===== config.mk =====
export PLATFORM = sky130hd
export DESIGN_NAME = vcache_dma_arbiter
export DESIGN_NICKNAME = d
export VERILOG_FILES = /design/src/rtl/vcache_dma_arbiter.sv
export SDC_FILE = /design/constraint.sdc
export NUM_CORES = 1
export LEC_CHECK = 0
export BUFFER_PORTS_ARGS = -buffer_cell sky130_fd_sc_hd__buf_2
export CORE_AREA = 2 2 163 165
export CTS_BUF_LIST = sky130_fd_sc_hd__clkbuf_4 sky130_fd_sc_hd__clkbuf_8 sky130_fd_sc_hd__clkbuf_16
export DETAILED_ROUTE_END_ITERATION = 7
export DIE_AREA = 0 0 165 167
export PLACE_DENSITY = 0.38
export SYNTH_ARGS = -nofsm -noshare
export SYNTH_HDL_FRONTEND = slang
export SYNTH_SLANG_ARGS = --single-unit

===== constraint.sdc =====
create_clock -name clk_i -period 5.5 [get_ports clk_i]
set_clock_uncertainty 0.2 [all_clocks]
set_input_delay 0.55 -clock clk_i [delete_from_list [all_inputs] [get_ports clk_i]]
set_output_delay 0.55 -clock clk_i [all_outputs]
set_load 0.02 [all_outputs]

===== src/rtl/vcache_dma_arbiter.sv =====
// Round-robin arbiter sharing one memory DMA channel among vcache DMA ports.
// Holds the grant from packet acceptance through the last data beat.
module vcache_dma_arbiter #(
  parameter int num_caches_p          = 4,
  parameter int addr_width_p          = 32,
  parameter int data_width_p          = 32,
  parameter int block_size_in_words_p = 8,
  localparam int dma_pkt_width_lp     = addr_width_p + 1,
  localparam int id_width_lp          =
    (num_caches_p > 1) ? $clog2(num_caches_p) : 1
) (
  input  logic                                     clk_i,
  input  logic                                     reset_n_i,
  input  logic [num_caches_p*dma_pkt_width_lp-1:0] cache_dma_pkt_i,
  input  logic [num_caches_p-1:0]                  cache_dma_pkt_v_i,
  output logic [num_caches_p-1:0]                  cache_dma_pkt_yumi_o,
  output logic [data_width_p-1:0]                  cache_dma_data_o,
  output logic [num_caches_p-1:0]                  cache_dma_data_v_o,
  input  logic [num_caches_p-1:0]                  cache_dma_data_ready_i,
  input  logic [num_caches_p*data_width_p-1:0]     cache_dma_data_i,
  input  logic [num_caches_p-1:0]                  cache_dma_data_v_i,
  output logic [num_caches_p-1:0]                  cache_dma_data_yumi_o,
  output logic [dma_pkt_width_lp-1:0]              mem_dma_pkt_o,
  output logic                                     mem_dma_pkt_v_o,
  input  logic                                     mem_dma_pkt_yumi_i,
  input  logic [data_width_p-1:0]                  mem_dma_data_i,
  input  logic                                     mem_dma_data_v_i,
  output logic                                     mem_dma_data_ready_o,
  output logic [data_width_p-1:0]                  mem_dma_data_o,
  output logic                                     mem_dma_data_v_o,
  input  logic                                     mem_dma_data_yumi_i,
  output logic                                     busy_o,
  output logic [id_width_lp-1:0]                   grant_id_o
);

  localparam int CW = $clog2(block_size_in_words_p + 1);
  localparam logic [CW-1:0] LAST = CW'(block_size_in_words_p - 1);
  localparam logic [id_width_lp-1:0] MAX_ID =
    id_width_lp'(num_caches_p - 1);

  typedef enum logic [1:0] {
    IDLE, PKT, READ_DATA, WRITE_DATA
  } state_e;

  state_e                 state_q, state_d;
  logic [id_width_lp-1:0] grant_q, grant_d;
  logic [id_width_lp-1:0] rr_q, rr_d;
  logic [CW-1:0]          cnt_q, cnt_d;

  logic [dma_pkt_width_lp-1:0] pkt_a  [num_caches_p];
  logic [data_width_p-1:0]     data_a [num_caches_p];

  for (genvar g = 0; g < num_caches_p; g++) begin : g_split
    assign pkt_a[g] =
      cache_dma_pkt_i[g*dma_pkt_width_lp +: dma_pkt_width_lp];
    assign data_a[g] =
      cache_dma_data_i[g*data_width_p +: data_width_p];
  end

  logic [id_width_lp-1:0] pick;
  logic                   found;

  // First requester at or after the pointer, wrapping around.
  always_comb begin
    pick  = '0;
    found = 1'b0;
    for (int i = 0; i < num_caches_p; i++) begin
      if (!found &&
          cache_dma_pkt_v_i[id_width_lp'((int'(rr_q) + i) % num_caches_p)]) begin
        found = 1'b1;
        pick  = id_width_lp'((int'(rr_q) + i) % num_caches_p);
      end
    end
  end

  logic beat;

  always_comb begin
    state_d               = state_q;
    grant_d               = grant_q;
    rr_d                  = rr_q;
    cnt_d                 = cnt_q;
    beat                  = 1'b0;
    cache_dma_pkt_yumi_o  = '0;
    cache_dma_data_v_o    = '0;
    cache_dma_data_yumi_o = '0;
    cache_dma_data_o      = mem_dma_data_i;
    mem_dma_pkt_o         = '0;
    mem_dma_pkt_v_o       = 1'b0;
    mem_dma_data_ready_o  = 1'b0;
    mem_dma_data_o        = '0;
    mem_dma_data_v_o      = 1'b0;
    unique case (state_q)
      IDLE: begin
        if (found) begin
          grant_d = pick;
          state_d = PKT;
        end
      end
      PKT: begin
        mem_dma_pkt_o                 = pkt_a[grant_q];
        mem_dma_pkt_v_o               = 1'b1;
        cache_dma_pkt_yumi_o[grant_q] = mem_dma_pkt_yumi_i;
        if (mem_dma_pkt_yumi_i) begin
          cnt_d   = '0;
          state_d = pkt_a[grant_q][addr_width_p] ? WRITE_DATA : READ_DATA;
        end
      end
      READ_DATA: begin
        mem_dma_data_ready_o        = cache_dma_data_ready_i[grant_q];
        cache_dma_data_v_o[grant_q] = mem_dma_data_v_i;
        beat = mem_dma_data_v_i & cache_dma_data_ready_i[grant_q];
      end
      WRITE_DATA: begin
        mem_dma_data_o                 = data_a[grant_q];
        mem_dma_data_v_o               = cache_dma_data_v_i[grant_q];
        cache_dma_data_yumi_o[grant_q] = mem_dma_data_yumi_i;
        beat = cache_dma_data_v_i[grant_q] & mem_dma_data_yumi_i;
      end
      default: state_d = IDLE;
    endcase
    if (beat) begin
      cnt_d = cnt_q + 1'b1;
      if (cnt_q == LAST) begin
        state_d = IDLE;
        rr_d    = (grant_q == MAX_ID) ? '0 : grant_q + 1'b1;
      end
    end
  end

  always_ff @(posedge clk_i or negedge reset_n_i) begin
    if (!reset_n_i) begin
      state_q <= IDLE;
      grant_q <= '0;
      rr_q    <= '0;
      cnt_q   <= '0;
    end else begin
      state_q <= state_d;
      grant_q <= grant_d;
      rr_q    <= rr_d;
      cnt_q   <= cnt_d;
    end
  end

  assign busy_o     = (state_q != IDLE);
  assign grant_id_o = grant_q;

endmodule


Word-level counts from Yosys, hierarchy flattened
Cells that the tools add are included.

Logic and storage cells: 92. Output and inout bits: 115. Input bits: 309. Bits in registers: 10.

Bitwise gates (word level): 6. Magnitude comparators: 7. Eq/ne operators: 5. Reduce and logical (&&, ||, !) cells: 14. Mux-type cells: 51. Add/subtract/negate cells: 5.

Operator list (number): $mux 33 (3); $mux 32 (3); $bmux 33 s2 (1); $bmux 32 s2 (1); $mux 4 (6); $mux 1 (19); $mux 2 (9); $lt 2x4->1 const B (4); $and 4x4->4 (3); $bmux 1 s2 (6); $eq 2x2->1 const B (3); $reduce_and 2->1 (3); $reduce_bool 2->1 (3); $add 2x1->2 const B (2); $add 2x2->2 const B (2); $add 4x1->4 const B (1); $eq 4x3->1 const B (1); $logic_and 1x1->1 (4); $pmux 2 s2 (1); $ge 3x3->1 const B (1); $logic_not 1->1 (3); $lt 2x3->1 const B (1); $not 2->3 (1); $and 1x1->1 (2); other kinds (5) (5).

Longest topological paths before layout
Word-level depth: 17. Depth in mapped cells: 6.

Worst setup path before layout
No wires, ideal clock.

Path kind: reg2out. Start: register grant_q[0] (netlist: grant_id_o[0]). End: output port mem_dma_data_o[10]. Stages on the path, launching flop included: 6. Arrival: 1.988 ns. Path buffers: 3. Setup slack: 2.762 ns. Path through: dfrtp_1 buf_6 buf_2 buf_2 mux4_2 and2_1.

Cells in the longest elaborated chain, start to end: 5.

RTL lines: start, declared (RTL line 46) `logic [id_width_lp-1:0] grant_q, grant_d;`; start signal, assigned (RTL line 139) `grant_q <= grant_d;`; $not 2->3 (not written as such) (RTL line 115) `mem_dma_data_o = data_a[grant_q];`; $bmux 32 s2 (RTL line 115); $mux 32 (not written as such) (2 in series) (RTL line 115); $mux 32 (RTL line 93) `unique case (state_q)`; end, declared (RTL line 29) `output logic [data_width_p-1:0] mem_dma_data_o,`.

No other way between the ends. The select of a mux whose other input is x is not followed.

Worst setup path in the final report
Start: register grant_q[0] (netlist: grant_id_o[0]). End: output port mem_dma_pkt_o[2].

Cells in the longest elaborated chain, start to end: 5.

RTL lines: $not 2->3 (not written as such) (RTL line 101) `mem_dma_pkt_o = pkt_a[grant_q];`; $bmux 33 s2 (RTL line 101); $mux 33 (not written as such) (2 in series) (RTL line 101); $mux 33 (RTL line 93); end, declared (RTL line 23) `output logic [dma_pkt_width_lp-1:0] mem_dma_pkt_o,`.

No other way between the ends. The select of a mux whose other input is x is not followed.

==> flow_summary.json <==
{
  "p_comb_share_pct": 79.0,
  "min_period_ns": 3.30,
  "setup_viol": 0,
  "outcome": "complete, no violations",
  "finalSetupTns_ns": 0,
  "start_kind": "register",
  "vdd_ir_drop_max_mv": 0.196,
  "wl_um": 15600,
  "drc": 0,
  "r2r_slack_ns": 2.68,
  "synth_warnings": 0,
  "met3_length_um": 1260,
  "period_share_pct": 60.1,
  "crit_fanout": 40,
  "die_h_um": 167,
  "fin_cells": 915,
  "synth-seq-cells": 10,
  "yosys.area_share.simple_pct": 20.4,
  "grt_max_degree": 41,
  "firstDrtPassIters": 4,
  "internal_power_mw": 1.00,
  "design_area_mm2": 0.00498,
  "area_growth_pct": 67.6,
  "synth_top_family_by_area": "multiplexers",
  "ys_async_sr_fraction_pct": 100,
  "p_leak_nw": 2.49,
  "post_cts_buffers": 0,
  "power_per_cell_area_mw_per_mm2": 388,
  "fmax_mhz": 303,
  "grt_pass1_wl_um": 21700,
  "yosys-top-cells-area": "mux4_2, and2_1, dfrtp_1, buf_4, ha_1",
  "worst_pin_slew_ns": 0.757,
  "numPortBuffers": 359,
  "hold_slack_ns": 0.306,
  "root_buffer": "clkbuf_16",
  "avgSynthCellArea_um2": 11.1,
  "cts_resized": 0,
  "rows": 59,
  "cts_tree": "yes",
  "synth_top_area_cell": "mux4_2",
  "placed_area_mm2": 0.00488,
  "hold_viol_final": 0,
  "dp_hpwl_um": 13600,
  "grt-ovfl-total": 0,
  "antenna_found_initial": 0,
  "synth_edf_count": 0,
  "crit_required_ns": 4.75,
  "cts_made_buffers": 3,
  "initial_core_util_pct": 11.5,
  "die_x_um": 165,
  "p_sw_share_pct": 48.3,
  "routabilityCongestion": 0.818,
  "power_frac_clock_pct": 7.4,
  "ant_nets": 0,
  "rsz0062_at_grt": "no",
  "clockBufferDepth": 2,
  "yosys-top-cells-count": "and2_1, mux4_2, buf_4",
  "synth.cell_area_mm2": 0.00297,
  "antenna_cells": 0,
  "end_kind": "output pin",
  "clkTransAtPathRegs_ns": 0.04,
  "die-area_mm2": 0.0276,
  "nNetsFinal": 895,
  "syn_inst": 267,
  "synth_ff_type": "dfrtp_1",
  "synth_adder_area_share_pct": 2.11,
  "switchingPower_mw": 0.934,
  "avgRoutedWirePerCell_um": 17.1,
  "coreArea_mm2": 0.0258,
  "wl_met2_um": 8120,
  "fin_util_pct": 19.3,
  "drive_gt1_share_pct": 76.4,
  "ys_seq_area_share_pct": 8.42,
  "fin_total_pwr_mw": 1.93,
  "finalMaxSlewViolations": 0,
  "pre_cts_ws_ns": 2.36,
  "synthXorXnorAreaFrac_pct": 0,
  "ios": 424,
  "arrival_ns": 2.55,
  "synthMuxAreaShare_pct": 52.5,
  "timing.slew.headroom_pct": 49.5,
  "synth_cell_type_count": 30,
  "wl_met1_um": 6120,
  "avgViaCountPerCell": 3.81,
  "p_seq_share_pct": 13.5,
  "grt_pass1_vias": 3546,
  "synth-compound-area-share_pct": 3.96,
  "syn_nets": 581,
  "top_layer_used": "met4",
  "grt_use_total_pct": 10.4,
  "drt_iter0_markers": 117,
  "cts_sinks": 10,
  "maxCapViolations": 0,
  "worstSkewPairLatency_ns": 0.24,
  "netlist.area_leader.share_pct": 50.8,
  "min_path_type": "reg2reg",
  "setup_slack_ns": 2.20,
  "setup.worst_path.class": "reg2out",
  "num_vias": 3483,
  "dp.cells": 910,
  "htreeDepth": 1,
  "synth_most_common_cell": "and2_1"
}
-- registers in the layout, indices dropped and copies added, names as in the netlist --
| name | flops |
|---|---|
| cnt_q | 4 |
| grant_id_o | 2 |
| rr_q | 2 |
| state_q | 2 |
-- power by group through the flow --
stage / combinational (mW) / sequential, mW / clock, mW
3_5_place_dp: 1.55 / 0.271 / 0
5_1_grt: 1.67 / 0.288 / 0.150
4_1_cts: 1.56 / 0.271 / 0.145
2_1_floorplan: 1.22 / 0.145 / 0
3_3_place_gp: 1.56 / 0.270 / 0
6_report: 1.53 / 0.262 / 0.144
-- critical path, stage by stage, from the launching register on --
cell,delay (ns)
dfrtp_4,0.92
buf_4,0.49
mux4_2,0.55
and2_1,0.17
buf_2,0.17
-- placed cells by master (no fill, tap or decap) --
master / instances
nand2b_1: 1
clkbuf_16: 3
nand2_1: 7
nor3b_1: 1
nor2_1: 4
and4b_4: 1
nor2b_1: 1
dfrtp_1: 8
clkbuf_8: 1
a31o_2: 1
ha_1: 5
o21ai_0: 5
o21a_1: 1
o221ai_1: 1
mux4_2: 67
mux2_4: 2
dfrtp_4: 2
nand3_1: 1
o22ai_1: 2
mux2i_1: 2
a21oi_1: 6
and3_1: 9
buf_2: 359
buf_4: 5
inv_1: 6
o31ai_1: 1
or2_2: 1
dlygate4sd3_1: 1
nor2b_2: 1
a21o_1: 1
a32o_1: 1
and2_1: 73
-- logic make-up after synthesis --
kind of cell,after synthesis
mux,71
simple gates,100
buf+inv,62
fa+ha+maj,5
compound gates,19
flops,10
-- path summary, 6_finish.rpt --
| kind | from | endpoint | depth (start not counted) |
|---|---|---|---|
| hold / removal | cnt_q[2] | cnt_q[2] | 1 |
| setup reg to reg | grant_id_o[0] | rr_q[1] | 4 |
| max in group asynchronous | reset_n_i | grant_id_o[1] | 2 |
| hold reg to reg | cnt_q[2] | cnt_q[2] | 1 |
| min in group asynchronous | reset_n_i | rr_q[0] | 2 |
| setup / recovery | grant_id_o[0] | mem_dma_pkt_o[2] | 4 |
-- per-layer routing --
layer | GRT usage (%) | up-vias
li1 | - | 1616
met1 | 12.9 | 1668
met2 | 19.2 | 178
met3 | 1.52 | 21
met4 | 1.29 | 0
met5 | 0 | -
-- repair_timing --
| item | in CTS | in global routing |
|---|---|---|
| hold endpoints to repair | 10 | 0 |
| hold buffers | 1 | 0 |
| setup endpoints to repair | 0 | 0 |
-- layout make-up --
class                           instances  area, µm²
Fill cell                            2905      20800
Sequential cell                        10        258
Clock buffer                            4       88.8
Timing Repair Buffer                  365       1840
Inverter                                6       22.5
Multi-Input combinational cell        195       2350
Tap cell                              335        419
Note: power is estimated with default switching activity, not from simulation.
